File: src/rtl/mcycle_datapath.sv
// Iterative multiply/divide datapath for the MCycle unit.
// Operands are latched as magnitudes on Init, one shift-add (multiply) or
// restoring shift-subtract (divide) step runs per accepted Shift, and Write
// commits the sign-corrected accumulator to the result registers.
module mcycle_datapath #(
  parameter int width = 32
) (
  input  logic             CLK,
  input  logic             Reset,
  input  logic             Init,
  input  logic             Shift,
  input  logic             Write,
  input  logic             MCycleOp,
  input  logic             Signed,
  input  logic [width-1:0] Operand1,
  input  logic [width-1:0] Operand2,
  output logic [width-1:0] Result1,
  output logic [width-1:0] Result2,
  output logic             DivByZero,
  output logic             Ready
);

  localparam int             CW    = $clog2(width + 1);
  localparam logic [CW-1:0]  STEPS = CW'(width);

  typedef enum logic {
    OP_MUL = 1'b0,
    OP_DIV = 1'b1
  } op_e;

  // Latched operation context
  op_e              op_q;
  logic             neg_res;
  logic             neg_rem;
  logic             div_zero;
  logic [width-1:0] opnd;          // multiplicand (mul) or divisor (div) magnitude
  logic [width-1:0] dividend_raw;  // original dividend for the divide-by-zero result

  // Accumulator: {hi, lo} = product (mul) or {remainder, quotient} (div)
  logic [width-1:0] hi;
  logic [width-1:0] lo;
  logic [CW-1:0]    count;

  // Operand magnitudes at Init
  logic [width-1:0] op1_mag;
  logic [width-1:0] op2_mag;

  // Next accumulator value for one iteration step
  logic [width-1:0] hi_step;
  logic [width-1:0] lo_step;
  logic [width:0]   mul_sum;
  logic [width:0]   rem_shift;
  logic [width:0]   rem_diff;
  logic             rem_ge;

  // Sign-corrected commit values
  logic [2*width-1:0] prod_c;
  logic [width-1:0]   r1_next;
  logic [width-1:0]   r2_next;

  logic step_ok;

  assign Ready   = (count == STEPS);
  // Shifts after the final step (e.g. the controller's extra divide cycle) are ignored.
  assign step_ok = Shift && !Ready;

  assign op1_mag = (Signed && Operand1[width-1]) ? -Operand1 : Operand1;
  assign op2_mag = (Signed && Operand2[width-1]) ? -Operand2 : Operand2;

  // Combinational single-step datapath for both multiply and divide
  always_comb begin
    // NOTE: every always_comb output gets a default first so no path leaves it unassigned and infers a latch.
    hi_step   = hi;
    lo_step   = lo;
    mul_sum   = {1'b0, hi} + (lo[0] ? {1'b0, opnd} : '0);
    // The shifted remainder needs one extra bit: it can reach 2*divisor-1.
    rem_shift = {hi, lo[width-1]};
    rem_diff  = rem_shift - {1'b0, opnd};
    rem_ge    = (rem_shift >= {1'b0, opnd});
    if (op_q == OP_MUL) begin
      // Add-then-shift of {carry, hi, lo} right by one.
      hi_step = mul_sum[width:1];
      lo_step = {mul_sum[0], lo[width-1:1]};
    end else begin
      hi_step = rem_ge ? rem_diff[width-1:0] : rem_shift[width-1:0];
      lo_step = {lo[width-2:0], rem_ge};
    end
  end

  // Sign correction of the current accumulator for commit
  always_comb begin
    prod_c  = neg_res ? -{hi, lo} : {hi, lo};
    r1_next = prod_c[width-1:0];
    r2_next = prod_c[2*width-1:width];
    if (op_q == OP_DIV) begin
      if (div_zero) begin
        r1_next = '1;
        r2_next = dividend_raw;
      end else begin
        r1_next = neg_res ? -lo : lo;
        r2_next = neg_rem ? -hi : hi;
      end
    end
  end

  // Operand latch, accumulator and step counter
  always_ff @(posedge CLK) begin
    // NOTE: state registers use non-blocking assignments so every register samples pre-edge values.
    // NOTE: all state is reset here, including the accumulator, so an aborted op leaves nothing behind.
    if (!Reset) begin
      op_q         <= OP_MUL;
      neg_res      <= 1'b0;
      neg_rem      <= 1'b0;
      div_zero     <= 1'b0;
      opnd         <= '0;
      dividend_raw <= '0;
      hi           <= '0;
      lo           <= '0;
      count        <= '0;
    end else if (Init) begin
      op_q         <= op_e'(MCycleOp);
      neg_res      <= Signed && (Operand1[width-1] ^ Operand2[width-1]);
      neg_rem      <= Signed && Operand1[width-1];
      div_zero     <= MCycleOp && (Operand2 == '0);
      dividend_raw <= Operand1;
      hi           <= '0;
      count        <= '0;
      if (MCycleOp) begin
        lo   <= op1_mag;
        opnd <= op2_mag;
      end else begin
        lo   <= op2_mag;
        opnd <= op1_mag;
      end
    end else if (step_ok) begin
      hi    <= hi_step;
      lo    <= lo_step;
      count <= count + CW'(1);
    end
  end

  // Result registers, updated only on Write
  always_ff @(posedge CLK) begin
    if (!Reset) begin
      Result1   <= '0;
      Result2   <= '0;
      DivByZero <= 1'b0;
    end else if (Write) begin
      Result1   <= r1_next;
      Result2   <= r2_next;
      DivByZero <= div_zero;
    end
  end

endmodule

File: config.mk
export PLATFORM = sky130hd
export DESIGN_NAME = mcycle_datapath
export DESIGN_NICKNAME = d
export VERILOG_FILES = /design/src/rtl/mcycle_datapath.sv
export SDC_FILE = /design/constraint.sdc
export NUM_CORES = 1
export LEC_CHECK = 0
export CAP_MARGIN = 20
export CORE_MARGIN = 2
export CORE_UTILIZATION = 62
export CTS_CLUSTER_SIZE = 12
export DETAILED_ROUTE_END_ITERATION = 10
export PLACE_DENSITY = 0.86
export SLEW_MARGIN = 40
export SYNTH_ARGS = -nofsm -noshare
export SYNTH_HDL_FRONTEND = slang
export SYNTH_SLANG_ARGS = --single-unit
File: constraint.sdc
create_clock -name CLK -period 6.1 [get_ports CLK]
set_input_delay 0.61 -clock CLK [delete_from_list [all_inputs] [get_ports CLK]]
set_output_delay 0.61 -clock CLK [all_outputs]
set_load 0.01 [all_outputs]
==> run summary <==
die area: 27600 um2
commonest non-fill, non-tap cells in the layout: 221 x o21ai_0, 207 x nand2_1, 201 x a21oi_1, 200 x dfxtp_1, 172 x nor2_1
Reg2Reg Capture Point: hi[30]$_SDFFE_PP0P_
post-synth cell types: 77
# diodes: 0
Adder-Cell Fraction of Synth Area: 5.62%
P per Cell Area: 228 nW/um2
CP bufs+invs: 2
post-synth top area share: 24.9%
post-synthesis sequential area ratio: 24.9%
global-route wire length before repair: 84100 um
status: finished, final reports clean
register area: 4070 um2
Die X: 166 um
Reg2Reg Depth: 13
yosys warns: 0
Async SR Flop Fraction: 0%
Syn Std Cell Area: 16300 um2
Worst-Skew Late Latency: 0.54 ns
routability cong.: 0.966
Yosys top cell by area: dfxtp_1
Simple-Gate Fraction of Synth Area: 20.6%
WP data required: 6.50 ns
Critical Path AT: 4.69 ns
post-synthesis mux area share: 7.53%
complex-gate fraction of the synthesized area: 25.2%
global-route usage over all layers: 37.5%
final setup vio count: 0
drt initial violations: 1745
Top Ports: 137
Slew Limit Fails: 0
Clock Tree Root: clkbuf_16
reg2reg setup slack: 1.80 ns
Via density: 6.52
Fin Clk Skew: 0.0192 ns
clock transition at the registers of the reported paths: 0.06 ns
Starting Density: 62.9%
initial antenna violation count: 0
Post-synth EDFFs: 0
Hold Fails Final Rpt: 0
Hold WC Path Type: reg2reg
DR DRC count: 0
kind of critical path: reg2reg
main area contributors after synthesis: dfxtp_1 25%, o21ai_0 6.8%, mux2i_1 6.6%
pre-CTS WS: 1.85 ns
DR pass1 iterations: 7
crit-path max cell delay: 0.79 ns
post-synthesis instance total: 2187
area occupied by multi-input gates: 11400 um2
largest family of logic cells by synthesized area: compound AO/OA/AOI/OAI gates
commonest non-fill, non-tap cell in the layout: o21ai_0
Slew @ Worst Pin: 0.895 ns
layout cells sized above 1: 5.08%
Synth Flop Type: dfxtp_1
CP Max Fanout: 31
gr ovfl total: 0
Die Y: 166 um
HPWL Detailed: 40000 um
Final ANT Viol Nets: 0
largest net degree at the start of global routing: 92
crit path from: lo[0]$_SDFFE_PN0P_
Syn-to-layout area delta: 13.3%
fill cell count: 2178
Bufs on Longest Clock Path: 3
crit-path most repeated cell: nor2_1
CP Capture Type: register
slowest CP cell: a221oi_1
FP Rows: 59
MaxCap Viol Count: 0
Mapped Nets: 2330
VDD IR max: 0.000300 V
CTS Hold Bufs: 0
Nets: 2350
WL/cell: 21.1 um
CTS tree: yes
worst setup path endpoint: hi[30]$_SDFFE_PP0P_
Yosys reg bits: 203
final wirelength: 54000 um
I/O Buffers: 136
H-Tree Depth: 1
xor-xnor portion of the synthesized cell area: 10.7%
final worst slack: 1.80 ns
TNS Setup: 0 ns
core area: 25900 um2
critical path depth in cells: 13
crit share post-route: 70.4%
total CTS buffers: 25
worst-path cell chain: inv_1 -> buf_4 -> nor2_1 -> ha_1 -> a211oi_1 -> nor2_1 -> o31a_1 -> a221oi_1 -> o311a_1 -> o31ai_1 -> a311oi_1 -> xor2_1 -> a21boi_0
Peak Freq: 0.233 GHz
shortest period the worst path allows: 4.30 ns
CP Launch Type: register
Vias: 16.7k
Post-CTS Setup Inserts: 0
RSZ-0062 raised after global routing: no
CTS sink cnt: 203
Worst slew margin: 40.4%
post-cts gate resize count: 0
CP delay by family, top: compound AO/OA/AOI/OAI gates
Mean Syn Cell Area: 7.46 um2
vias in the first global route: 15.3k
P_leak: 0.00709 uW
worst r2r src: lo[0]$_SDFFE_PN0P_
-- power breakdown --
group,switching (uW),total (uW),internal [uW]
combinational,687,1170,481
clock,602,1530,927
sequential,113,1520,1410
total,1400,4220,2820
-- worst min-delay path by stage --
stage / startpoint / end / slack, ns / depth (start not counted)
floorplan: opnd[23]$_SDFFE_PN0P_ / opnd[23]$_SDFFE_PN0P_ / 0.45 / 2
global placement: Result2[6]$_SDFFE_PN0P_ / Result2[6]$_SDFFE_PN0P_ / 0.43 / 2
detailed placement: Result2[12]$_SDFFE_PN0P_ / Result2[12]$_SDFFE_PN0P_ / 0.45 / 2
CTS: Result2[12]$_SDFFE_PN0P_ / Result2[12]$_SDFFE_PN0P_ / 0.45 / 2
global route: Result2[12]$_SDFFE_PN0P_ / Result2[12]$_SDFFE_PN0P_ / 0.48 / 2
finish: Result2[12]$_SDFFE_PN0P_ / Result2[12]$_SDFFE_PN0P_ / 0.45 / 2
-- final cells by class --
type	count	share of cell area, %
Tap cell	335	2.27
Multi-Input combinational cell	1759	61.8
Inverter	64	1.31
Clock inverter	9	0.684
Clock buffer	35	3.81
Sequential cell	203	22.0
Timing Repair Buffer	154	8.10
-- cells in the mapped netlist, drive strengths merged, types with 4 or more instances --
library cell	count
o31a	5
ha	70
xor2	106
nor2b	83
o211a	6
mux2i	107
a221oi	4
or2	9
a31o	4
and3	12
o211ai	33
o21ai	227
mux2	14
and2	27
a211oi	30
nor3b	4
a21oi	201
a31oi	14
or3	17
or4	11
inv	63
o21a	17
o22ai	14
nor4	25
a211o	6
a32o	5
buf	30
nand4	19
o41ai	13
o221ai	10
nand3b	5
a21o	19
nand2	207
clkbuf	131
xnor2	94
dfxtp	203
nand2b	17
o21bai	7
o31ai	25
nor3	28
a21boi	14
nand3	40
nor2	172
-- cell families (layout without fill, tap and decap cells) --
group | after synthesis | in the layout
buffers and inverters | 225 | 262
AO/OA/AOI/OAI | 679 | 679
adder cells (fa/ha/maj) | 72 | 72
flip-flops | 203 | 203
AND/OR/NAND/NOR | 687 | 687
XOR/XNOR | 200 | 200
multiplexers | 121 | 121
-- flip-flops by register name (all words and copies together), names as in the netlist --
signal	count
dividend_raw	32
div_zero	1
lo	32
Result2	32
op_q	1
Result1	32
neg_rem	1
count	6
neg_res	1
DivByZero	1
hi	32
opnd	32
-- metrics by stage --
step / area (um2) / hold slack (ns) / std cells / util (%) / power (uW)
after floorplan: 16300 / 0.450 / 2187 / - / 2300
after global placement: 17600 / 0.430 / 2514 / 67.9 / 2650
after detailed placement: 17600 / 0.446 / 2514 / 67.9 / 2670
after CTS: 18400 / 0.453 / 2558 / 71.1 / 4190
after global routing: 18500 / 0.483 / 2559 / 71.3 / 4380
final: 18500 / 0.451 / 2559 / 71.3 / 4220
-- layer usage --
layer | vias to the layer above | global-route usage (%) | routed length, um | part of all wire (%)
met5 | - | 0 | 0 | 0
met4 | 0 | 14.5 | 2380 | 4.4
met3 | 132 | 5.00 | 5070 | 9.4
met2 | 825 | 59.0 | 23700 | 44
met1 | 7893 | 52.4 | 22800 | 42
li1 | 7838 | - | - | -
-- tightest hold or removal path, cell delays in order (launching register included) --
cell and delay, ns:
dfxtp_1 0.31, nand2_1 0.05, nand2_1 0.05
Note: power is estimated with default switching activity, not from simulation.
